## src/rtl/bcd_gate_counter_if.sv

```systemverilog
// rtl/bcd_gate_counter_if.sv - control/result bundle for bcd_gate_counter
interface bcd_gate_counter_if #(
  parameter int DIGITS = 4,
  parameter int GATE_W = 16
);
  logic                  start;
  logic                  abort;
  logic                  mode;
  logic [GATE_W-1:0]     gate_len;
  logic                  busy;
  logic                  done;
  logic [4*DIGITS-1:0]   cnt;
  logic                  ovf;

  modport master (
    output start, abort, mode, gate_len,
    input  busy, done, cnt, ovf
  );

  modport slave (
    input  start, abort, mode, gate_len,
    output busy, done, cnt, ovf
  );
endinterface

```

## src/rtl/bcd_gate_counter.sv

```systemverilog
// rtl/bcd_gate_counter.sv - period/frequency gate counter with DIGITS-digit BCD result
// Optional: define BCD_SAT_EN to saturate at all-9s instead of wrapping on overflow.
module bcd_gate_counter #(
  parameter int DIGITS = 4,
  parameter int GATE_W = 16
) (
  input  logic clk,
  input  logic clr,
  input  logic tosc,
  bcd_gate_counter_if.slave bus
);

  typedef enum logic [1:0] {IDLE, ARM, GATE, DONE} state_t;

  state_t state, state_nxt;

  logic                sync1, sync2, prev;
  logic                tosc_rise;
  logic                mode_q;
  logic [GATE_W-1:0]   glen_q, gcnt, gcnt_inc;
  logic [4*DIGITS-1:0] acc, acc_inc, cnt_q;
  logic                acc_ovf, ovf_q;
  logic                carry, inc_wrap;
  logic                acc_en, gcnt_en, gate_end;

  assign tosc_rise = sync2 & ~prev;
  assign gcnt_inc  = gcnt + 1'b1;

  // Ripple BCD increment: a digit moves only when every lower digit is 9.
  always_comb begin
    acc_inc = acc;
    carry   = 1'b1;
    for (int k = 0; k < DIGITS; k++) begin
      if (carry) begin
        if (acc[4*k +: 4] == 4'd9) begin
          acc_inc[4*k +: 4] = 4'd0;
        end else begin
          acc_inc[4*k +: 4] = acc[4*k +: 4] + 4'd1;
          carry = 1'b0;
        end
      end
    end
    inc_wrap = carry;
`ifdef BCD_SAT_EN
    if (carry) acc_inc = acc;
`endif
  end

  always_comb begin
    state_nxt = state;
    acc_en    = 1'b0;
    gcnt_en   = 1'b0;
    gate_end  = 1'b0;
    case (state)
      IDLE: if (bus.start) state_nxt = ARM;
      ARM: begin
        if (bus.abort)      state_nxt = IDLE;
        else if (tosc_rise) state_nxt = GATE;
      end
      GATE: begin
        if (bus.abort) begin
          state_nxt = IDLE;
        end else begin
          if (!mode_q) begin
            acc_en = 1'b1;
            if (tosc_rise) begin
              gcnt_en  = 1'b1;
              gate_end = (gcnt_inc == glen_q);
            end
          end else begin
            gcnt_en  = 1'b1;
            acc_en   = tosc_rise;
            gate_end = (gcnt_inc == glen_q);
          end
          if (gate_end) state_nxt = DONE;
        end
      end
      DONE: state_nxt = IDLE;
      default: state_nxt = IDLE;
    endcase
  end

  always_ff @(posedge clk) begin
    if (clr) begin
      state   <= IDLE;
      sync1   <= 1'b0;
      sync2   <= 1'b0;
      prev    <= 1'b0;
      mode_q  <= 1'b0;
      glen_q  <= '0;
      gcnt    <= '0;
      acc     <= '0;
      acc_ovf <= 1'b0;
      cnt_q   <= '0;
      ovf_q   <= 1'b0;
    end else begin
      state <= state_nxt;
      sync1 <= tosc;
      sync2 <= sync1;
      prev  <= sync2;
      if (state == IDLE && bus.start) begin
        acc     <= '0;
        acc_ovf <= 1'b0;
        gcnt    <= '0;
        mode_q  <= bus.mode;
        glen_q  <= (bus.gate_len == '0) ? {{(GATE_W-1){1'b0}}, 1'b1} : bus.gate_len;
      end
      if (acc_en) begin
        acc <= acc_inc;
        if (inc_wrap) acc_ovf <= 1'b1;
      end
      if (gcnt_en) gcnt <= gcnt_inc;
      // Publish on the closing edge so cnt/ovf are already valid while done is high.
      if (gate_end) begin
        cnt_q <= acc_en ? acc_inc : acc;
        ovf_q <= acc_ovf | (acc_en & inc_wrap);
      end
    end
  end

  assign bus.busy = (state == ARM) || (state == GATE);
  assign bus.done = (state == DONE);
  assign bus.cnt  = cnt_q;
  assign bus.ovf  = ovf_q;

endmodule

```

## src/flat_wrapper.sv

```systemverilog
// flat-port wrapper written by rule: the top's interface ports become plain ports
module bcd_gate_counter_flat 
#(
  parameter int DIGITS = 4,
  parameter int GATE_W = 16
)
  (clk, clr, tosc, bus_start, bus_abort, bus_mode, bus_gate_len, bus_busy, bus_done, bus_cnt, bus_ovf);
  bcd_gate_counter_if #(.DIGITS(DIGITS), .GATE_W(GATE_W)) bus_i ();
  input  logic clk;
  input  logic clr;
  input  logic tosc;
  input wire logic [$bits(bus_i.start)-1:0] bus_start;
  input wire logic [$bits(bus_i.abort)-1:0] bus_abort;
  input wire logic [$bits(bus_i.mode)-1:0] bus_mode;
  input wire logic [$bits(bus_i.gate_len)-1:0] bus_gate_len;
  output wire logic [$bits(bus_i.busy)-1:0] bus_busy;
  output wire logic [$bits(bus_i.done)-1:0] bus_done;
  output wire logic [$bits(bus_i.cnt)-1:0] bus_cnt;
  output wire logic [$bits(bus_i.ovf)-1:0] bus_ovf;
  assign bus_i.start = bus_start;
  assign bus_i.abort = bus_abort;
  assign bus_i.mode = bus_mode;
  assign bus_i.gate_len = bus_gate_len;
  assign bus_busy = bus_i.busy;
  assign bus_done = bus_i.done;
  assign bus_cnt = bus_i.cnt;
  assign bus_ovf = bus_i.ovf;
  bcd_gate_counter #(.DIGITS(DIGITS), .GATE_W(GATE_W)) u_core (.clk(clk), .clr(clr), .tosc(tosc), .bus(bus_i));
endmodule
```

## config.mk

```make
export PLATFORM = sky130hd
export DESIGN_NAME = bcd_gate_counter_flat
export DESIGN_NICKNAME = d
export VERILOG_FILES = /design/src/rtl/bcd_gate_counter_if.sv /design/src/rtl/bcd_gate_counter.sv /design/src/flat_wrapper.sv
export SDC_FILE = /design/constraint.sdc
export NUM_CORES = 1
export LEC_CHECK = 0
export ABC_AREA = 1
export CORE_MARGIN = 1.5
export CORE_UTILIZATION = 24
export CTS_CLUSTER_SIZE = 20
export DETAILED_ROUTE_END_ITERATION = 16
export PLACE_DENSITY_LB_ADDON = 0.08
export SETUP_SLACK_MARGIN = 0.1
export SYNTH_ARGS = -nofsm -noshare
export SYNTH_HDL_FRONTEND = slang
export SYNTH_SLANG_ARGS = --single-unit
```

## constraint.sdc

```tcl
create_clock -name clk -period 2.69 [get_ports clk]
set_clock_uncertainty 0.1 [all_clocks]
set_input_delay 0.269 -clock clk [delete_from_list [all_inputs] [get_ports clk]]
set_output_delay 0.269 -clock clk [all_outputs]
set_load 0.005 [all_outputs]
```

* Word level (Yosys, flattened, before mapping)
Index checks and enable logic that the tools add are counted.
** Word-level totals
- Flip-flop bits (word level) :: 72
- Input port bits :: 22
- Output and inout bits :: 19
- Logic and storage cells :: 79
** Cells by class
- Add/sub/neg operators :: 5
- Equal/unequal tests :: 11
- Mux-type cells :: 41
- Bitwise operators :: 4
- Reductions and logical operators :: 7
** Operator list (count)
- $mux 16 :: 5
- $mux 4 :: 7
- $mux 1 :: 23
- $add 16x1->16 const B :: 1
- $add 4x1->4 const B :: 4
- $eq 16x16->1 :: 1
- $eq 4x4->1 const B :: 4
- $logic_not 16->1 :: 1
- $mux 2 :: 5
- $pmux 2 s4 :: 1
- $ne 3x2->1 const B :: 2
- $eq 2x2->1 const B :: 2
- $reduce_bool 2->1 :: 2
- $reduce_and 3->1 :: 1
- $and 1x1->1 :: 2
- $eq 2x1->1 const B :: 1
- $logic_not 2->1 :: 1
- $ne 2x2->1 const B :: 1
- $logic_and 1x1->1 :: 1
- $logic_or 1x1->1 :: 1
- $not 1->1 :: 1
- $or 1x1->1 :: 1

* Logic depth before layout (Yosys ltp)
Gate-level depths: netlist of run 1.
- Depth in word-level cells :: 9
- Mapped depth :: 18
- Gate-level depth less buffers :: 17

* Worst setup path before layout of run 1
Ideal clock, no wire load.
- Path kind :: register to register
- Start point :: register u_core.gcnt[1]
- End point :: register u_core.cnt_q[10], in the netlist u_core.bus.cnt[10]
- Setup time :: 0.119 ns
- Arrival :: 1.869 ns
- Data required time :: 2.471 ns
- Path slack :: 0.603 ns
- Stages on the path, launching flop included :: 14
- Path buffers :: 1
- Period minus slack after synthesis :: 2.087 ns
- Cell sequence :: dfxtp_1 > ha_1 > nand2_2 > nor2_8 > nand3_1 > nand3_1 > nand2_1 > nor2_1 > nand3_1 > nor2_1 > nand2_2 > buf_2 > nor3b_1 > nor2_1
** On the way
- Cells in the longest elaborated chain, start to end :: 8
** Ends and longest elaborated chain
- start: declaration :: line bcd_gate_counter.sv:20 : logic [GATE_W-1:0] glen_q, gcnt, gcnt_inc;
- start signal: assignment :: line bcd_gate_counter.sv:112 : if (gcnt_en) gcnt <= gcnt_inc;
- $add 16x1->16 * :: line bcd_gate_counter.sv:27 : assign gcnt_inc = gcnt + 1'b1;
- $eq 16x16->1 * :: line bcd_gate_counter.sv:68, bcd_gate_counter.sv:73
- $mux 1 :: line bcd_gate_counter.sv:66 : if (tosc_rise) begin
- $mux 1 * :: line bcd_gate_counter.sv:64 : if (!mode_q) begin
- $mux 1 * :: line bcd_gate_counter.sv:61 : if (bus.abort) begin
- $mux 1 * :: line bcd_gate_counter.sv:54 : case (state)
- $mux 1 * :: line bcd_gate_counter.sv:61
- $mux 1 * :: line bcd_gate_counter.sv:54
- end signal: assignment :: line bcd_gate_counter.sv:115 : cnt_q <= acc_en ? acc_inc : acc;
- end: declaration :: line bcd_gate_counter.sv:21 : logic [4*DIGITS-1:0] acc, acc_inc, cnt_q;
Mark *: on every way between the ends. The rest lies on a longest branch, timed or not. The select of a mux whose other input is x is not followed.
A chain may end at the register's enable or synchronous reset.

* Worst setup path after layout of run 1
- Start point :: register u_core.gcnt[2]
- End point :: register u_core.state[1]
** On the way
- Cells in the longest elaborated chain, start to end :: 8
** Ends and longest elaborated chain
- $add 16x1->16 * :: line bcd_gate_counter.sv:27
- $eq 16x16->1 * :: line bcd_gate_counter.sv:68, bcd_gate_counter.sv:73
- $mux 1 :: line bcd_gate_counter.sv:66
- $mux 1 * :: line bcd_gate_counter.sv:64
- $mux 1 * :: line bcd_gate_counter.sv:61
- $mux 1 * :: line bcd_gate_counter.sv:54
- $ne 3x2->1 (no line) *
- $reduce_and 3->1 (no line) *
- end signal: assignment :: line bcd_gate_counter.sv:97 : state <= state_nxt;
- end: declaration :: line bcd_gate_counter.sv:15 : state_t state, state_nxt;
Marks and branches as above.

==> results.py, run 1 <==
metrics = {
    "run_status": {
        "status": "completed",
    },
    "timing": {
        "fmax_ghz": 0.418,
        "setup_tns_ps": 0,
        "grt_setup_unrepaired": "no",
        "worst_slack_ps": 298,
        "relSlewSlack_pct": 56.9,
        "finalSetupViolations": 0,
        "fin_crit_ps": 2390,
        "finalCritPeriodShare_pct": 88.9,
        "worst_pin_slew_ps": 646,
        "hold_violations": 0,
        "maxSlewViolCount": 0,
    },
    "yosys": {
        "post_synth.cell_area_avg_um2": 6.49,
        "synth_seq_area_share_pct": 35.8,
        "ys_ff_latch": 72,
        "async_flop_share_pct": 0,
        "yosysTopAreaCellShare_pct": 35.8,
        "ys_types": 34,
        "yosysWarningCount": 0,
        "synth_ff_type": "dfxtp_1",
        "syn-cell-area_um2": 4030,
        "yosys.area.top_type": "dfxtp_1",
        "syn_nets": 648,
        "synthCells": 620,
        "synth_commonest_cells": "173 x nand2_1, 81 x inv_1, 72 x dfxtp_1, 69 x nor2_1, 51 x nand3_1",
        "synth.most_common_cell": "nand2_1",
        "synth_top_cells_by_area": "dfxtp_1 36%, nand2_1 16%, inv_1 7.6%, nor2_1 6.4%, nand3_1 6.3%",
        "synth_edf_count": 0,
    },
    "flow_run": {
        "drv_cap": 0,
    },
    "floorplanning": {
        "coreArea_um2": 16500,
        "ios": 41,
        "initial_core_util_pct": 24.5,
        "chipHeight_um": 133,
        "die_area_um2": 17600,
        "fp.dieW_um": 133,
        "core.rowCount": 47,
    },
    "power": {
        "peakVddDrop_v": 0.000342,
        "switching_share_pct": 31.5,
        "p_sw_uw": 974,
        "power_frac_clock_pct": 38.4,
        "p_comb_share_pct": 22.5,
        "powerDensity_nw_per_um2": 614,
        "internal_power_mw": 2.12,
        "p_seq_share_pct": 39.1,
        "p_leak_nw": 2.07,
    },
    "setup_path": {
        "reg2reg_depth": 12,
        "path_max_fanout": 13,
        "critical_path.endpoint_type": "flop",
        "path_class": "flop to flop",
        "cp.required_ps": 2820,
        "regToRegEndpoint": "u_core.state[1]$_SDFFE_PP0P_",
        "r2r_start": "u_core.gcnt[2]$_SDFFE_PP0P_",
        "crit_end": "u_core.state[1]$_SDFFE_PP0P_",
        "worstSetupStartpoint": "u_core.gcnt[2]$_SDFFE_PP0P_",
        "worstPathArrival_ps": 2520,
        "reg2reg_slack_ps": 300,
        "cp-start-kind": "flop",
    },
    "clock_network": {
        "cts_tree": "yes",
        "clkSlewWorstSetupHoldPaths_ps": 60,
        "clock-root-buffer": "clkbuf_16",
        "cts_buffers": 9,
        "clk_latency_ps": 340,
        "hold_buffers": 0,
        "cts_buffer_depth": 2,
        "htreeDepth": 3,
        "cts_sinks": 72,
    },
    "placement": {
        "pre_cts_ws_ps": 139,
        "placed_cell_area_um2": 4720,
        "routabilityCongestion": 0.786,
        "port-buffer-count": 40,
        "hpwl_mm": 7.88,
    },
    "layout": {
        "design_area_um2": 5030,
        "syn2layout_area_growth_pct": 25.0,
        "nets": 694,
        "drive_gt1_share_pct": 7.32,
        "antenna_cells": 0,
    },
    "global_routing": {
        "grt_max_degree": 52,
        "grt_pass1_vias": 3683,
        "grt_pass1_wl_mm": 18.4,
        "grt_usage_pct": 13.4,
        "grt_overflow": 0,
        "grt_antenna_before_repair": 0,
    },
    "routing": {
        "drt_iter0_drc": 231,
        "routedWlPerCell_um": 12.7,
        "dr.pass1.iters": 4,
        "ant_nets": 0,
        "wirelength_mm": 11.3,
        "vias": 3906,
        "viasPerCell": 4.39,
        "drc": 0,
    },
    "min_path": {
        "min_path_type": "flop to flop",
    },
}
==> cell type report <==
cell class	instances	area, um^2
Multi-Input combinational cell	444	2210
Clock buffer	10	229
Sequential cell	72	1440
Clock inverter	4	47.5
Fill cell	1799	11400
Inverter	83	312
Tap cell	220	275
Timing Repair Buffer	56	515
==> metrics by stage <==
step                      cells  util, %  total power [mW]  hold slack [ps]
final                       889     30.6              3.09              307
after detailed placement    874     28.6              1.93              303
after global placement      874     28.6              1.94              307
after CTS                   888     30.3              3.14              314
after global routing        889     30.6              3.28              332
after floorplan             620        -              1.66              276
==> power groups by stage <==
stage / registers [mW] / clock network (mW) / logic, mW
2_1_floorplan: 1.21 / 0 / 0.444
5_1_grt: 1.22 / 1.27 / 0.789
4_1_cts: 1.21 / 1.22 / 0.705
3_5_place_dp: 1.23 / 0 / 0.700
3_3_place_gp: 1.23 / 0 / 0.707
6_report: 1.21 / 1.19 / 0.695
==> sequential cells by signal (all words and copies together), names as in the netlist <==
name	flops
u_core.glen_q	16
u_core.sync2	1
u_core.mode_q	1
u_core.acc	16
u_core.prev	1
u_core.acc_ovf	1
u_core.gcnt	16
u_core.bus.cnt	16
u_core.bus.ovf	1
u_core.sync1	1
u_core.state	2
==> what timing repair did <==
action,4_1_cts,5_1_grt
buffers inserted,0,0
resized for setup,0,7
endpoints found under the setup margin,0,19
hold endpoints to repair,0,0
==> cells by family (layout without fill, tap and decap cells) <==
group	Yosys count	after routing	synth area share [%]
AOI/OAI and AO/OA	87	87	12.5
and+or+nand+nor	342	343	37.5
buffers and inverters	105	153	10.2
DFF	72	72	35.8
adders and majority gates	6	6	1.86
xor gates and xnor gates	8	8	2.08
==> cells in the final DEF, fill, tap and decap left out, types with 6 or more instances in the layout <==
| cell | instances |
|---|---|
| xor2_1 | 6 |
| a21oi_1 | 47 |
| a211oi_1 | 10 |
| nand3_1 | 51 |
| clkbuf_16 | 9 |
| o21ai_0 | 13 |
| nand2_1 | 173 |
| nor3b_1 | 11 |
| buf_4 | 16 |
| nand4_1 | 12 |
| dfxtp_1 | 71 |
| o21a_1 | 7 |
| clkdlybuf4s50_1 | 39 |
| nor2_1 | 69 |
| inv_1 | 81 |
==> per-layer routing <==
metal	track usage, %	vias up	share of wire (%)
li1	-	2082	-
met1	18.7	1751	53
met2	20.2	61	42
met3	2.72	12	2.9
met4	5.13	0	1.5
met5	0	-	0
==> worst min path at each step <==
stage,start,endpoint,slack [ps],cells after the start
final,u_core.sync1$_SDFF_PP0_,u_core.sync2$_SDFF_PP0_,310,2
after global routing,u_core.sync1$_SDFF_PP0_,u_core.sync2$_SDFF_PP0_,330,2
after CTS,u_core.sync1$_SDFF_PP0_,u_core.sync2$_SDFF_PP0_,310,2
after detailed placement,u_core.sync1$_SDFF_PP0_,u_core.sync2$_SDFF_PP0_,300,2
after global placement,u_core.sync1$_SDFF_PP0_,u_core.sync2$_SDFF_PP0_,310,2
after floorplan,tosc,u_core.sync1$_SDFF_PP0_,280,2
==> critical path, cell delays in order (launching register included) <==
cell,delay [ps]
dfxtp_1,520
nand2_1,150
nor2_4,180
nand2_2,120
nor2_1,180
xnor3_1,270
nand2_1,90
nor2_2,50
nand2_2,90
buf_4,210
nand2_1,110
a21oi_1,140
nor2_1,60
No activity file was read; power rests on OpenSTA's default activity.
==> run 2: changes to the inputs <==
==> constraint.sdc (replaced) <==
create_clock -name clk -period 2.1 [get_ports clk]
set_clock_uncertainty 0.1 [all_clocks]
set_input_delay 0.21 -clock clk [delete_from_list [all_inputs] [get_ports clk]]
set_output_delay 0.21 -clock clk [all_outputs]
set_load 0.005 [all_outputs]
==> results.py, run 2 (same netlist as run 1, synthesis figures left out) <==
metrics = {
    "global_routing": {
        "grt_max_degree": 52,
        "grt_antenna_before_repair": 0,
        "grt_pass1_wl_mm": 19.9,
        "grt_pass1_vias": 4013,
        "grt_usage_pct": 14.4,
        "grt_overflow": 0,
    },
    "min_path": {
        "min_path_type": "input port to flop",
    },
    "power": {
        "p_leak_nw": 2.40,
        "powerDensity_nw_per_um2": 733,
        "switching_share_pct": 32.3,
        "p_seq_share_pct": 36.8,
        "peakVddDrop_v": 0.000364,
        "p_sw_mw": 1.35,
        "p_comb_share_pct": 24.8,
        "internal_power_mw": 2.83,
        "total_power_mw": 4.18,
        "power_frac_clock_pct": 38.4,
    },
    "clock_network": {
        "cts_sinks": 72,
        "cts_buffers": 9,
        "clock-root-buffer": "clkbuf_16",
        "cts_buffer_depth": 2,
        "clk_latency_ps": 350,
        "clkSlewWorstSetupHoldPaths_ps": 70,
        "htreeDepth": 3,
        "cts_tree": "yes",
    },
    "routing": {
        "dr.pass1.iters": 4,
        "drc": 0,
        "drt_iter0_drc": 169,
        "vias": 4127,
        "ant_nets": 0,
        "viasPerCell": 4.36,
        "routedWlPerCell_um": 13.1,
        "wirelength_mm": 12.4,
    },
    "setup_path": {
        "reg2reg_depth": 16,
        "critical_path.endpoint_type": "flop",
        "regToRegEndpoint": "u_core.bus.cnt[11]$_SDFFE_PP0P_",
        "path_max_fanout": 11,
        "crit_end": "u_core.bus.cnt[11]$_SDFFE_PP0P_",
        "cp-start-kind": "flop",
        "path_class": "flop to flop",
        "worstSetupStartpoint": "u_core.gcnt[0]$_SDFFE_PP0P_",
        "slowest_stage": "dfxtp_4",
        "r2r_start": "u_core.gcnt[0]$_SDFFE_PP0P_",
        "worstPathArrival_ps": 2440,
        "cp.depth": 16,
        "cp_common_cell": "nand2_1",
        "crit_chain": "ha_4 > nand2_8 > nor2_8 > nand4_1 > nand3_1 > nand2_1 > nor2_1 > nand2_1 > nor2_2 > nand2_2 > inv_2 > nand2_4 > clkbuf_16 > nand2_1 > nand2_1 > nor2_1",
        "cp.required_ps": 2290,
        "crit_family": "simple AND/OR/NAND/NOR gates",
        "slowest_delay_ps": 370,
        "reg2reg_slack_ps": -150,
        "worstPathBufferInverterCount": 2,
    },
    "placement": {
        "placed_cell_area_um2": 5160,
        "hpwl_mm": 8.66,
        "dp_cells": 925,
        "port-buffer-count": 40,
        "routabilityCongestion": 0.787,
    },
    "run_status": {
        "status": "finished with violations",
        "violations": "setup timing",
    },
    "layout": {
        "syn2layout_area_growth_pct": 41.5,
        "layout_common_cells": "160 x nand2_1, 80 x inv_1, 63 x buf_4",
        "design_area_um2": 5700,
        "drive_gt1_share_pct": 19.7,
        "mostFrequentLayoutCell": "nand2_1",
        "layout.cells.non_filler": 947,
        "nets": 750,
        "antenna_cells": 0,
    },
    "timing": {
        "fmax_ghz": 0.445,
        "finalCritPeriodShare_pct": 107,
        "hold_violations": 0,
        "worst_hold_slack_ps": 290,
        "maxSlewViolCount": 0,
        "worst_pin_slew_ps": 682,
        "grt_setup_unrepaired": "yes",
        "finalSetupViolations": 19,
        "setup_tns_ps": -2270,
        "fin_crit_ps": 2250,
        "relSlewSlack_pct": 54.5,
        "worst_slack_ps": -147,
    },
    "floorplanning": {
        "chipHeight_um": 133,
        "ios": 41,
        "die_area_um2": 17600,
        "core.rowCount": 47,
        "fp.dieW_um": 133,
        "coreArea_um2": 16500,
        "initial_core_util_pct": 24.5,
    },
    "flow_run": {
        "drv_cap": 0,
    },
}
[run 2: worst min path at each step]
stage / startpoint / endpoint / slack, ps / cells past startpoint
finish: tosc / u_core.sync1$_SDFF_PP0_ / 290 / 3
global placement: u_core.sync1$_SDFF_PP0_ / u_core.sync2$_SDFF_PP0_ / 300 / 2
floorplan: tosc / u_core.sync1$_SDFF_PP0_ / 220 / 2
detailed placement: u_core.sync1$_SDFF_PP0_ / u_core.sync2$_SDFF_PP0_ / 300 / 2
CTS: tosc / u_core.sync1$_SDFF_PP0_ / 280 / 3
global route: tosc / u_core.sync1$_SDFF_PP0_ / 310 / 3
[run 2: layout make-up]
cell class	instances	area, um^2
fillers	1817	10800
clock buffers	9	225
multi-input cells	444	2320
clock inverters	7	77.6
inverters	83	312
flip-flops and latches	72	1460
repair buffers	112	1020
well taps	220	275
[run 2: per-stage QoR]
step / setup WS [ps] / util (%)
2_1_floorplan: 101 / -
3_3_place_gp: -190 / 31.3
3_5_place_dp: -246 / 31.3
4_1_cts: -79.0 / 33.5
5_1_grt: -333 / 34.6
6_report: -147 / 34.6
[run 2: worst register-to-register path: cells and delay by family, from the launching register on]
family                   cells  cell delay (ps)
adder cells (fa/ha/maj)      1              190
buffers and inverters        2              270
flip-flops                   1              370
AND/OR/NAND/NOR             13             1250
[run 2: power by group through the flow]
stage,sequential (mW),clock [mW],combinational (mW)
after floorplan,1.55,0,0.574
after global placement,1.57,0,0.990
after detailed placement,1.57,0,0.997
after CTS,1.54,1.67,1.01
after global routing,1.55,1.74,1.17
final,1.54,1.60,1.03
[run 2: routing by layer]
metal | wire length (um) | global-route usage [%]
met1 | 6310 | 19.6
met2 | 5570 | 22.6
met3 | 404 | 2.91
met4 | 136 | 5.25
met5 | 0 | 0
[run 2: what timing repair did]
| item | 4_1_cts | 5_1_grt |
|---|---|---|
| cloned | 0 | 4 |
| hold buffers | 0 | 0 |
| endpoints found under the setup margin | 19 | 35 |
| pin swaps | 3 | 22 |
| gates resized for setup | 14 | 35 |
| buffers inserted | 0 | 2 |
